===== src/rtl/regfile_wb_pkg.sv =====
// rtl/regfile_wb_pkg.sv - shared types and round-robin pick for the write-back arbiter
package regfile_wb_pkg;
  localparam int AW_DEF  = 5;
  localparam int DW_DEF  = 32;
  localparam int MAX_SRC = 16;
  localparam int SRC_IW  = 4;

  typedef struct packed {
    logic [AW_DEF-1:0] rd;
    logic [DW_DEF-1:0] data;
  } wb_entry_t;

  // First requester at or after ptr, wrapping at nsrc; returns 0 when nothing requests.
  function automatic logic [SRC_IW-1:0] rr_pick(input logic [MAX_SRC-1:0] req,
                                               input logic [SRC_IW-1:0]  ptr,
                                               input int unsigned        nsrc);
    logic [SRC_IW-1:0] pick;
    logic              found;
    int unsigned       idx;
    pick  = '0;
    found = 1'b0;
    for (int unsigned k = 0; k < MAX_SRC; k++) begin
      idx = (int'(ptr) + k) % nsrc;
      if (!found && (k < nsrc) && req[idx[SRC_IW-1:0]]) begin
        pick  = idx[SRC_IW-1:0];
        found = 1'b1;
      end
    end
    return pick;
  endfunction
endpackage


===== src/rtl/regfile_wb_arbiter_if.sv =====
// rtl/regfile_wb_arbiter_if.sv - producer, write-port and hazard-query bundle (WB_STALL_CNT_EN adds stall_cnt)
interface regfile_wb_arbiter_if import regfile_wb_pkg::*; #(
  parameter int NSRC = 2,
  parameter int AW   = AW_DEF,
  parameter int DW   = DW_DEF
);
  logic [NSRC-1:0]    src_valid;
  logic [NSRC-1:0]    src_ready;
  logic [NSRC*AW-1:0] src_rd;
  logic [NSRC*DW-1:0] src_data;
  logic               RegWr;
  logic [AW-1:0]      RD;
  logic [DW-1:0]      WData;
  logic               busy;
  logic [AW-1:0]      q_addr1;
  logic [AW-1:0]      q_addr2;
  logic               q_pend1;
  logic               q_pend2;
`ifdef WB_STALL_CNT_EN
  logic [15:0]        stall_cnt;

  modport master (output src_valid, src_rd, src_data, q_addr1, q_addr2,
                  input  src_ready, RegWr, RD, WData, busy, q_pend1, q_pend2, stall_cnt);
  modport slave  (input  src_valid, src_rd, src_data, q_addr1, q_addr2,
                  output src_ready, RegWr, RD, WData, busy, q_pend1, q_pend2, stall_cnt);
`else
  modport master (output src_valid, src_rd, src_data, q_addr1, q_addr2,
                  input  src_ready, RegWr, RD, WData, busy, q_pend1, q_pend2);
  modport slave  (input  src_valid, src_rd, src_data, q_addr1, q_addr2,
                  output src_ready, RegWr, RD, WData, busy, q_pend1, q_pend2);
`endif
endinterface


===== src/rtl/wb_fifo.sv =====
// rtl/wb_fifo.sv - per-producer write-back FIFO exposing every slot for hazard matching
module wb_fifo import regfile_wb_pkg::*; #(
  parameter int DEPTH = 2
) (
  input  logic              clk_i,
  input  logic              rst_ni,
  input  logic              push_i,
  input  wb_entry_t         entry_i,
  input  logic              pop_i,
  output logic              full_o,
  output logic              empty_o,
  output wb_entry_t         head_o,
  output logic [AW_DEF-1:0] rd_o [DEPTH],
  output logic [DEPTH-1:0]  vld_o
);
  localparam int PW = $clog2(DEPTH);

  wb_entry_t     mem_q [DEPTH];
  logic [PW-1:0] wptr_q, wptr_d, rptr_q, rptr_d, off;
  logic [PW:0]   cnt_q, cnt_d;
  logic          do_push, do_pop;

  assign full_o  = (cnt_q == (PW+1)'(DEPTH));
  assign empty_o = (cnt_q == '0);
  assign do_push = push_i && !full_o;
  assign do_pop  = pop_i && !empty_o;
  assign head_o  = mem_q[rptr_q];

  always_comb begin
    wptr_d = wptr_q;
    rptr_d = rptr_q;
    cnt_d  = cnt_q;
    if (do_push) wptr_d = wptr_q + 1'b1;
    if (do_pop)  rptr_d = rptr_q + 1'b1;
    case ({do_push, do_pop})
      2'b10:   cnt_d = cnt_q + 1'b1;
      2'b01:   cnt_d = cnt_q - 1'b1;
      default: cnt_d = cnt_q;
    endcase
  end

  // A slot is live when its distance from the read pointer is below the count.
  always_comb begin
    off   = '0;
    vld_o = '0;
    for (int j = 0; j < DEPTH; j++) begin
      off      = PW'(j) - rptr_q;
      vld_o[j] = ({1'b0, off} < cnt_q);
      rd_o[j]  = mem_q[j].rd;
    end
  end

  always_ff @(posedge clk_i or negedge rst_ni) begin
    if (!rst_ni) begin
      wptr_q <= '0;
      rptr_q <= '0;
      cnt_q  <= '0;
    end else begin
      wptr_q <= wptr_d;
      rptr_q <= rptr_d;
      cnt_q  <= cnt_d;
    end
  end

  always_ff @(posedge clk_i) begin
    if (do_push) mem_q[wptr_q] <= entry_i;
  end
endmodule


===== src/rtl/regfile_wb_arbiter.sv =====
// rtl/regfile_wb_arbiter.sv - round-robin share of the register-file write port among NSRC producers
// Optional WB_STALL_CNT_EN: saturating count of cycles where a producer is held off.
module regfile_wb_arbiter import regfile_wb_pkg::*; #(
  parameter int NSRC  = 2,
  parameter int DEPTH = 2,
  parameter int AW    = AW_DEF,
  parameter int DW    = DW_DEF
) (
  input  logic                  Clk,
  input  logic                  Reset,
  regfile_wb_arbiter_if.slave   bus
);
  wb_entry_t         head     [NSRC];
  wb_entry_t         push_ent [NSRC];
  logic [AW_DEF-1:0] ents_rd  [NSRC][DEPTH];
  logic [DEPTH-1:0]  vld      [NSRC];
  logic [NSRC-1:0]   full, empty, push, pop;
  logic [MAX_SRC-1:0] req;
  logic [SRC_IW-1:0] rr_q, rr_d, grant;
  logic              any_req;
  wb_entry_t         win;
  logic              regwr_q, regwr_d;
  logic [AW-1:0]     rd_q, rd_d;
  logic [DW-1:0]     wdata_q, wdata_d;
  logic              pend1, pend2;

  assign bus.src_ready = Reset ? ~full : '0;

  // Writes to x0 complete the handshake but never occupy a slot.
  always_comb begin
    push = '0;
    for (int i = 0; i < NSRC; i++) begin
      push_ent[i] = {bus.src_rd[i*AW +: AW], bus.src_data[i*DW +: DW]};
      push[i]     = bus.src_valid[i] && bus.src_ready[i] && (bus.src_rd[i*AW +: AW] != '0);
    end
  end

  for (genvar i = 0; i < NSRC; i++) begin : g_src
    wb_fifo #(.DEPTH(DEPTH)) u_fifo (
      .clk_i   (Clk),
      .rst_ni  (Reset),
      .push_i  (push[i]),
      .entry_i (push_ent[i]),
      .pop_i   (pop[i]),
      .full_o  (full[i]),
      .empty_o (empty[i]),
      .head_o  (head[i]),
      .rd_o    (ents_rd[i]),
      .vld_o   (vld[i])
    );
  end

  always_comb begin
    req            = '0;
    req[NSRC-1:0]  = ~empty;
    any_req        = |req;
    grant          = rr_pick(req, rr_q, NSRC);
    win            = head[0];
    pop            = '0;
    for (int i = 0; i < NSRC; i++) begin
      if (grant == SRC_IW'(i)) begin
        win    = head[i];
        pop[i] = any_req;
      end
    end
    rr_d    = rr_q;
    regwr_d = any_req;
    rd_d    = rd_q;
    wdata_d = wdata_q;
    if (any_req) begin
      rr_d    = (grant == SRC_IW'(NSRC-1)) ? '0 : grant + 1'b1;
      rd_d    = win.rd;
      wdata_d = win.data;
    end
  end

  always_ff @(posedge Clk or negedge Reset) begin
    if (!Reset) begin
      rr_q    <= '0;
      regwr_q <= 1'b0;
      rd_q    <= '0;
      wdata_q <= '0;
    end else begin
      rr_q    <= rr_d;
      regwr_q <= regwr_d;
      rd_q    <= rd_d;
      wdata_q <= wdata_d;
    end
  end

  // The in-flight output register counts as pending until its write lands.
  always_comb begin
    pend1 = regwr_q && (rd_q == bus.q_addr1);
    pend2 = regwr_q && (rd_q == bus.q_addr2);
    for (int i = 0; i < NSRC; i++) begin
      for (int j = 0; j < DEPTH; j++) begin
        if (vld[i][j] && (ents_rd[i][j] == bus.q_addr1)) pend1 = 1'b1;
        if (vld[i][j] && (ents_rd[i][j] == bus.q_addr2)) pend2 = 1'b1;
      end
    end
    if (bus.q_addr1 == '0) pend1 = 1'b0;
    if (bus.q_addr2 == '0) pend2 = 1'b0;
  end

  assign bus.q_pend1 = pend1;
  assign bus.q_pend2 = pend2;
  assign bus.RegWr   = regwr_q;
  assign bus.RD      = rd_q;
  assign bus.WData   = wdata_q;
  assign bus.busy    = (|(~empty)) || regwr_q;

`ifdef WB_STALL_CNT_EN
  logic [15:0] stall_cnt_q, stall_cnt_d;
  logic        stall;

  always_comb begin
    stall       = |(bus.src_valid & ~bus.src_ready);
    stall_cnt_d = stall_cnt_q;
    if (stall && (stall_cnt_q != 16'hFFFF)) stall_cnt_d = stall_cnt_q + 16'd1;
  end

  always_ff @(posedge Clk or negedge Reset) begin
    if (!Reset) stall_cnt_q <= '0;
    else        stall_cnt_q <= stall_cnt_d;
  end

  assign bus.stall_cnt = stall_cnt_q;
`endif
endmodule


===== src/flat_wrapper.sv =====
// flat-port wrapper written by rule: the top's interface ports become plain ports
module regfile_wb_arbiter_flat import regfile_wb_pkg::*;
#(
  parameter int NSRC  = 2,
  parameter int DEPTH = 2,
  parameter int AW    = AW_DEF,
  parameter int DW    = DW_DEF
)
  (Clk, Reset, bus_src_valid, bus_src_rd, bus_src_data, bus_q_addr1, bus_q_addr2, bus_src_ready, bus_RegWr, bus_RD, bus_WData, bus_busy, bus_q_pend1, bus_q_pend2);
  regfile_wb_arbiter_if #(.NSRC(NSRC), .AW(AW), .DW(DW)) bus_i ();
  input  logic Clk;
  input  logic Reset;
  input wire logic [$bits(bus_i.src_valid)-1:0] bus_src_valid;
  input wire logic [$bits(bus_i.src_rd)-1:0] bus_src_rd;
  input wire logic [$bits(bus_i.src_data)-1:0] bus_src_data;
  input wire logic [$bits(bus_i.q_addr1)-1:0] bus_q_addr1;
  input wire logic [$bits(bus_i.q_addr2)-1:0] bus_q_addr2;
  output wire logic [$bits(bus_i.src_ready)-1:0] bus_src_ready;
  output wire logic [$bits(bus_i.RegWr)-1:0] bus_RegWr;
  output wire logic [$bits(bus_i.RD)-1:0] bus_RD;
  output wire logic [$bits(bus_i.WData)-1:0] bus_WData;
  output wire logic [$bits(bus_i.busy)-1:0] bus_busy;
  output wire logic [$bits(bus_i.q_pend1)-1:0] bus_q_pend1;
  output wire logic [$bits(bus_i.q_pend2)-1:0] bus_q_pend2;
  assign bus_i.src_valid = bus_src_valid;
  assign bus_i.src_rd = bus_src_rd;
  assign bus_i.src_data = bus_src_data;
  assign bus_i.q_addr1 = bus_q_addr1;
  assign bus_i.q_addr2 = bus_q_addr2;
  assign bus_src_ready = bus_i.src_ready;
  assign bus_RegWr = bus_i.RegWr;
  assign bus_RD = bus_i.RD;
  assign bus_WData = bus_i.WData;
  assign bus_busy = bus_i.busy;
  assign bus_q_pend1 = bus_i.q_pend1;
  assign bus_q_pend2 = bus_i.q_pend2;
  regfile_wb_arbiter #(.NSRC(NSRC), .DEPTH(DEPTH), .AW(AW), .DW(DW)) u_core (.Clk(Clk), .Reset(Reset), .bus(bus_i));
endmodule

===== config.mk =====
export PLATFORM = sky130hd
export DESIGN_NAME = regfile_wb_arbiter_flat
export DESIGN_NICKNAME = d
export VERILOG_FILES = /design/src/rtl/regfile_wb_pkg.sv /design/src/rtl/regfile_wb_arbiter_if.sv /design/src/rtl/wb_fifo.sv /design/src/rtl/regfile_wb_arbiter.sv /design/src/flat_wrapper.sv
export SDC_FILE = /design/constraint.sdc
export NUM_CORES = 1
export LEC_CHECK = 0
export BUFFER_PORTS_ARGS = -buffer_cell sky130_fd_sc_hd__clkbuf_2
export CAP_MARGIN = 5
export CORE_MARGIN = 4
export CORE_UTILIZATION = 55
export DETAILED_ROUTE_END_ITERATION = 8
export PLACE_DENSITY = 0.78
export RECOVER_POWER = 25
export SYNTH_ARGS = -nofsm -noshare
export SYNTH_HDL_FRONTEND = slang
export SYNTH_SLANG_ARGS = --single-unit

===== constraint.sdc =====
create_clock -name Clk -period 3.29 [get_ports Clk]
set_input_delay 0.1645 -clock Clk [delete_from_list [all_inputs] [get_ports Clk]]
set_output_delay 0.1645 -clock Clk [all_outputs]
set_load 0.02 [all_outputs]

==> results by group, run 1 <==
Drt
  • Antenna Nets Post-Route: 0
  • Avg WL per Cell: 18.4 microns
  • Vias per cell: 5.36
  • Routed WL: 17900 microns
  • DRC violation total after the first TritonRoute iteration: 420
  • Vias after detailed routing: 5219
  • Detailed-route DRC error count: 0
  • Pre-antenna DRT Iters: 5

STA
  • Worst Max-Slew Pin Slew: 1.38 ns
  • Final Cycle Share: 74.1%
  • Minimum hold slack: 0.138 ns
  • Max Slew Vio Count: 0
  • Slew headroom: 8.05%
  • Final setup viols: 0
  • Max Clock Freq: 410 MHz
  • Skew final: 0.0105 ns
  • Worst Setup Slack, final: 0.851 ns
  • Final hold violation count: 0
  • Fin crit period: 2.44 ns
  • Setup TNS Final: 0 ns
  • RSZ-0062 raised after global routing: no

Clock tree
  • Maximum buffer depth of the clock tree: 2
  • Clk sinks: 195
  • CTS Buf Count: 17
  • Worst-Skew Late Latency: 0.43 ns
  • Clock slew seen by the registers of the worst setup and hold paths: 0.07 ns
  • Setup Fix Bufs, Post-CTS: 0
  • H-tree lvl count: 4
  • CTS tree: built
  • CTS root buf: clkbuf_16

Yosys
  • Distinct cells, synth: 37
  • Seq cells post-synth: 195
  • Fraction of registers with async set/reset: 24.1%
  • Most used DFF post-synth: edfxtp_1
  • Syn Nets: 669
  • Cell Area, Synth: 0.00826 sq mm
  • Gate Count Post-Synth: 579
  • Mean area per synthesized cell: 14.3 sq um
  • Yosys Warn Count: 0
  • Post-synth EDFFs: 148
  • Sequential fraction of the synthesis area: 68.0%

Global routing
  • Largest net degree at the start of global routing: 48
  • Initial antenna violation count: 0
  • Gr ovfl total: 0
  • First-pass GRT wire length: 27900 microns
  • Vias in the first global route: 5468
  • Tot GR Track Use: 21.8%

Worst setup path
  • CP Capture Type: flip-flop
  • CP arrival: 2.57 ns
  • CP max stage delay: 0.53 ns
  • Critical Path RT: 3.42 ns
  • CP max stage cell: dlygate4sd3_1
  • Worst setup path category: in2reg
  • Startpoint Class: input pin
  • Worst Path Max Fanout: 26
  • Critical path cell sequence: dlygate4sd3_1 > clkbuf_1 > buf_4 > a21boi_1 > nand2_1 > a21oi_2 > nor2b_4 > buf_12

Floorplanning
  • Starting Density: 56.4%
  • Die height: 131 microns
  • I/O pins: 131
  • Core area: 0.0146 sq mm
  • # rows: 44
  • DIE AREA: 0.0171 sq mm
  • DIE WIDTH: 131 microns

Finish
  • Layout area overhead: 24.1%
  • Proportion of layout cells with a drive suffix above 1: 22.3%
  • Post-route cell area: 0.0103 sq mm
  • # fillers: 984
  • Commonest cells after routing, fill and taps aside: edfxtp_1 (148), clkbuf_2 (83), dlygate4sd3_1 (75)
  • # diodes: 0
  • Commonest non-fill, non-tap cell in the layout: edfxtp_1
  • Final #Nets: 866

Power and ir drop
  • Psw: 3.11 mW
  • Internal power: 5.41 mW
  • Clock power frac: 22.5%
  • Combinational share of power: 34.6%
  • Pwr Density: 831 mW/mm^2
  • Flop pwr share: 42.8%
  • Leakage Power: 3.85 nW
  • Total power: 8.52 mW
  • Worst VDD drop: 591 uV
  • Net Sw Frac: 36.5%

Placed design
  • Routability cong.: 0.881
  • Pre-CTS setup slack: 0.908 ns
  • Area after DPL: 0.00902 sq mm
  • Port Buf Inserts: 130
  • Hpwl dp: 11700 microns

Status
  • Status: complete, no violations

Flow run
  • Max_cap viols: 0

Worst hold path
  • Worst min path class: in2reg
-- synth_stat cells (8+ instances only) --
master	n	share of area, %
xor2_1	31	3.3
nor2_1	45	2.0
dfrtp_1	47	14
a21oi_1	39	2.4
nand2_1	39	1.8
o21ai_1	19	1.2
nor3_1	9	0.55
mux2i_1	37	4.5
mux2_2	37	5.0
buf_2	19	1.2
o21ai_0	18	1.1
buf_4	8	0.73
xnor2_1	29	3.1
buf_6	8	1.1
edfxtp_1	148	54
-- stage by stage --
stage               cells  util (%)
global placement      866      61.6
finish                973      70.0
CTS                   973      70.5
global route          973      70.0
floorplan             579         -
detailed placement    866      61.6
-- kinds of logic after synthesis --
| logic type | synth area share [%] |
|---|---|
| AO/OA/AOI/OAI | 6.12 |
| flip-flops | 68.0 |
| AND/OR/NAND/NOR | 6.24 |
| multiplexers | 9.52 |
| adder cells (fa/ha/maj) | 0.303 |
| buffers and inverters | 3.45 |
| XOR/XNOR | 6.36 |
-- layout make-up --
class	instances	area, sq um	share of cell area (%)
Inverter	6	22.5	0.220
Tap cell	184	230	2.24
Clock buffer	17	425	4.15
Timing Repair Buffer	217	1450	14.2
Sequential cell	195	5620	54.8
Multi-Input combinational cell	339	2380	23.2
Clock inverter	15	125	1.22
-- routing by layer --
layer  global-route usage, %  wire length [microns]  vias up
met5                       0                      0        -
met2                    36.7                   9150      191
met1                    28.5                   7380     2521
li1                        -                      -     2482
met3                    4.80                   1090       25
met4                    7.14                    300        0
-- critical path: cells and delay by family --
family | cells | cell delay (ns)
buffers and inverters | 4 | 1.35
AND/OR/NAND/NOR | 2 | 0.57
AO/OA/AOI/OAI | 2 | 0.46
-- sequential cells by signal (all words and copies together) (netlist names) --
signal,count
u_core.bus.RD,5
u_core.bus.RegWr,1
u_core.bus.WData,32
u_core.g_src.u_fifo.cnt_q,4
u_core.g_src.u_fifo.mem_q,148
u_core.g_src.u_fifo.rptr_q,2
u_core.g_src.u_fifo.wptr_q,2
u_core.rr_q,1
-- power by group through the flow --
stage,logic (mW),clock network [mW],registers (mW)
global placement,2.79,0,3.67
finish,2.95,1.92,3.65
floorplan,2.05,0,3.78
global route,3.23,2.05,3.71
detailed placement,2.89,0,3.70
CTS,2.96,1.94,3.65
-- final timing paths --
kind / start / to / slack [ns] / cells after the start
worst max-delay path: Reset / u_core.g_src[0].u_fifo.mem_q[0][21] / 0.85 / 8
worst min-delay path: bus_src_valid[1] / u_core.g_src[1].u_fifo.wptr_q / 0.14 / 4
worst max register to register: u_core.g_src[1].u_fifo.cnt_q[0] / u_core.g_src[1].u_fifo.mem_q[1][14] / 0.96 / 5
worst min register to register: u_core.bus.WData[27] / u_core.bus.WData[27] / 0.49 / 2
max in group asynchronous: Reset / u_core.bus.WData[24] / 1.67 / 3
min in group asynchronous: Reset / u_core.bus.WData[26] / 0.43 / 3
-- repair_timing --
item                                    4_1_cts  5_1_grt
resized for setup                             0        0
hold buffers                                 75        0
hold endpoints to repair                    195        0
endpoints found under the setup margin        0        0
Note: power is estimated with default switching activity, not from simulation.
==> run 2, diff against run 1 <==
CORE_UTILIZATION = 51   (was 55)
PLACE_DENSITY = 0.76   (was 0.78)
clock period = 2.05 ns   (was 3.29 ns; I/O delays follow)
==> results by group, run 2 (synthesis gave the netlist of run 1 again) <==
Worst setup path
  • Delay-heaviest family, CP: flip-flops
  • CP max stage delay: 0.45 ns
  • CP arrival: 1.94 ns
  • CP max stage cell: edfxtp_1
  • Critical path cell sequence: xnor2_1 > o2111ai_2 > nor3_2 > a31oi_1 > a21oi_1 > buf_2
  • Buf/Inv on CP: 1
  • Worst Path Max Fanout: 3
  • CP Capture Type: output pin
  • Startpoint Class: flip-flop
  • Critical Path RT: 1.95 ns
  • Worst setup path category: reg2out

Floorplanning
  • Core area: 0.0159 sq mm
  • Starting Density: 52.0%
  • # rows: 46
  • DIE WIDTH: 135 microns
  • DIE AREA: 0.0183 sq mm
  • I/O pins: 131
  • Die height: 135 microns

STA
  • RSZ-0062 raised after global routing: yes
  • Worst Max-Slew Pin Slew: 0.623 ns
  • Fin crit period: 2.05 ns
  • Max Slew Vio Count: 0
  • Skew final: 0.0105 ns
  • Max Clock Freq: 489 MHz
  • Final hold violation count: 0
  • Final Cycle Share: 99.8%
  • Worst Setup Slack, final: 0.00434 ns
  • Minimum hold slack: 0.0323 ns
  • Slew headroom: 58.4%
  • Final setup viols: 0

Finish
  • # fillers: 1154
  • Register area: 0.00563 sq mm
  • Top reg by flops: u_core.g_src.u_fifo.mem_q
  • # diodes: 0
  • Commonest non-fill, non-tap cell in the layout: edfxtp_1
  • Layout area overhead: 30.5%
  • Fin cells: 1026
  • Final #Nets: 887
  • Multi-input logic area: 0.00248 sq mm
  • Max FFs per register: 148
  • Post-route cell area: 0.0108 sq mm
  • Proportion of layout cells with a drive suffix above 1: 26.8%
  • Commonest cells after routing, fill and taps aside: edfxtp_1 (148), clkbuf_2 (82), dlygate4sd3_1 (75)

Clock tree
  • Clock slew seen by the registers of the worst setup and hold paths: 0.07 ns
  • H-tree lvl count: 4
  • Clk sinks: 195
  • Maximum buffer depth of the clock tree: 2
  • CTS tree: built
  • CTS root buf: clkbuf_16
  • CTS Buf Count: 17
  • Worst-Skew Late Latency: 0.43 ns

Drt
  • Vias per cell: 5.20
  • Detailed-route DRC error count: 0
  • Antenna Nets Post-Route: 0
  • Routed WL: 18600 microns
  • DRC violation total after the first TritonRoute iteration: 440
  • Avg WL per Cell: 18.2 microns
  • Vias after detailed routing: 5334
  • Pre-antenna DRT Iters: 4

Global routing
  • Gr ovfl total: 0
  • Initial antenna violation count: 0
  • Tot GR Track Use: 20.8%
  • First-pass GRT wire length: 29000 microns
  • Largest net degree at the start of global routing: 48
  • Vias in the first global route: 5376

Power and ir drop
  • Total power: 14.7 mW
  • Worst VDD drop: 826 uV
  • Pwr Density: 1360 mW/mm^2
  • Leakage Power: 4.11 nW

Status
  • Status: complete, no violations

Placed design
  • Pre-CTS setup slack: 0.187 ns
  • Area after DPL: 0.00921 sq mm
  • Placed cell count: 905
  • Hpwl dp: 12400 microns
  • Routability cong.: 0.837
  • Port Buf Inserts: 130

Worst hold path
  • Worst min path class: in2reg

Flow run
  • Max_cap viols: 0
==> run 2: final cells by class <==
cell class / instances / area share [%]
Sequential cell: 195 / 52.1
Multi-Input combinational cell: 339 / 23.0
Timing Repair Buffer: 238 / 15.9
Clock buffer: 19 / 4.11
Tap cell: 216 / 2.51
Clock inverter: 13 / 2.12
Inverter: 6 / 0.209
==> run 2: routing by layer <==
metal,GRT usage (%),up-vias,wire (microns)
met4,8.62,0,446
li1,-,2523,-
met5,0,-,0
met2,34.1,182,9320
met3,4.23,37,947
met1,27.5,2592,7920
==> run 2: worst min-delay path, stage by stage <==
cell and delay, ns:
clkbuf_2 0.08, nand2_1 0.06, a21oi_2 0.05, xor2_1 0.12
==> run 2: worst paths after layout <==
kind / start / to / slack (ns) / cells after the start
worst max-delay path: u_core.g_src[1].u_fifo.mem_q[0][34] / bus_q_pend2 / 0.004 / 6
worst min-delay path: bus_src_valid[1] / u_core.g_src[1].u_fifo.wptr_q / 0.03 / 4
worst max register to register: u_core.g_src[0].u_fifo.cnt_q[1] / u_core.g_src[0].u_fifo.cnt_q[1] / 0.25 / 7
worst min register to register: u_core.bus.WData[5] / u_core.bus.WData[5] / 0.48 / 2
max in group asynchronous: Reset / u_core.g_src[1].u_fifo.cnt_q[1] / 1.34 / 3
min in group asynchronous: Reset / u_core.g_src[1].u_fifo.rptr_q / 0.09 / 2
==> run 2: repair_timing <==
action,in CTS,in global routing
gates cloned,0,1
endpoints found under the setup margin,3,3
endpoints found under the hold margin,195,0
resized for setup,5,16
buffers inserted,2,12
hold buffers,75,0
pin swaps,2,5
==> run 2: through the flow <==
| stage | util [%] | TNS, ns |
|---|---|---|
| 2_1_floorplan | - | 0 |
| 3_3_place_gp | 58.0 | 0 |
| 3_5_place_dp | 58.0 | 0 |
| 4_1_cts | 67.1 | 0 |
| 5_1_grt | 67.9 | -0.117 |
| 6_report | 67.9 | 0 |
==> run 2: where the power goes <==
group / switching (mW) / internal (mW) / total, mW
clock network: 1.39 / 2.32 / 3.71
logic: 2.99 / 2.22 / 5.21
registers: 0.589 / 5.19 / 5.78
total: 4.96 / 9.73 / 14.7
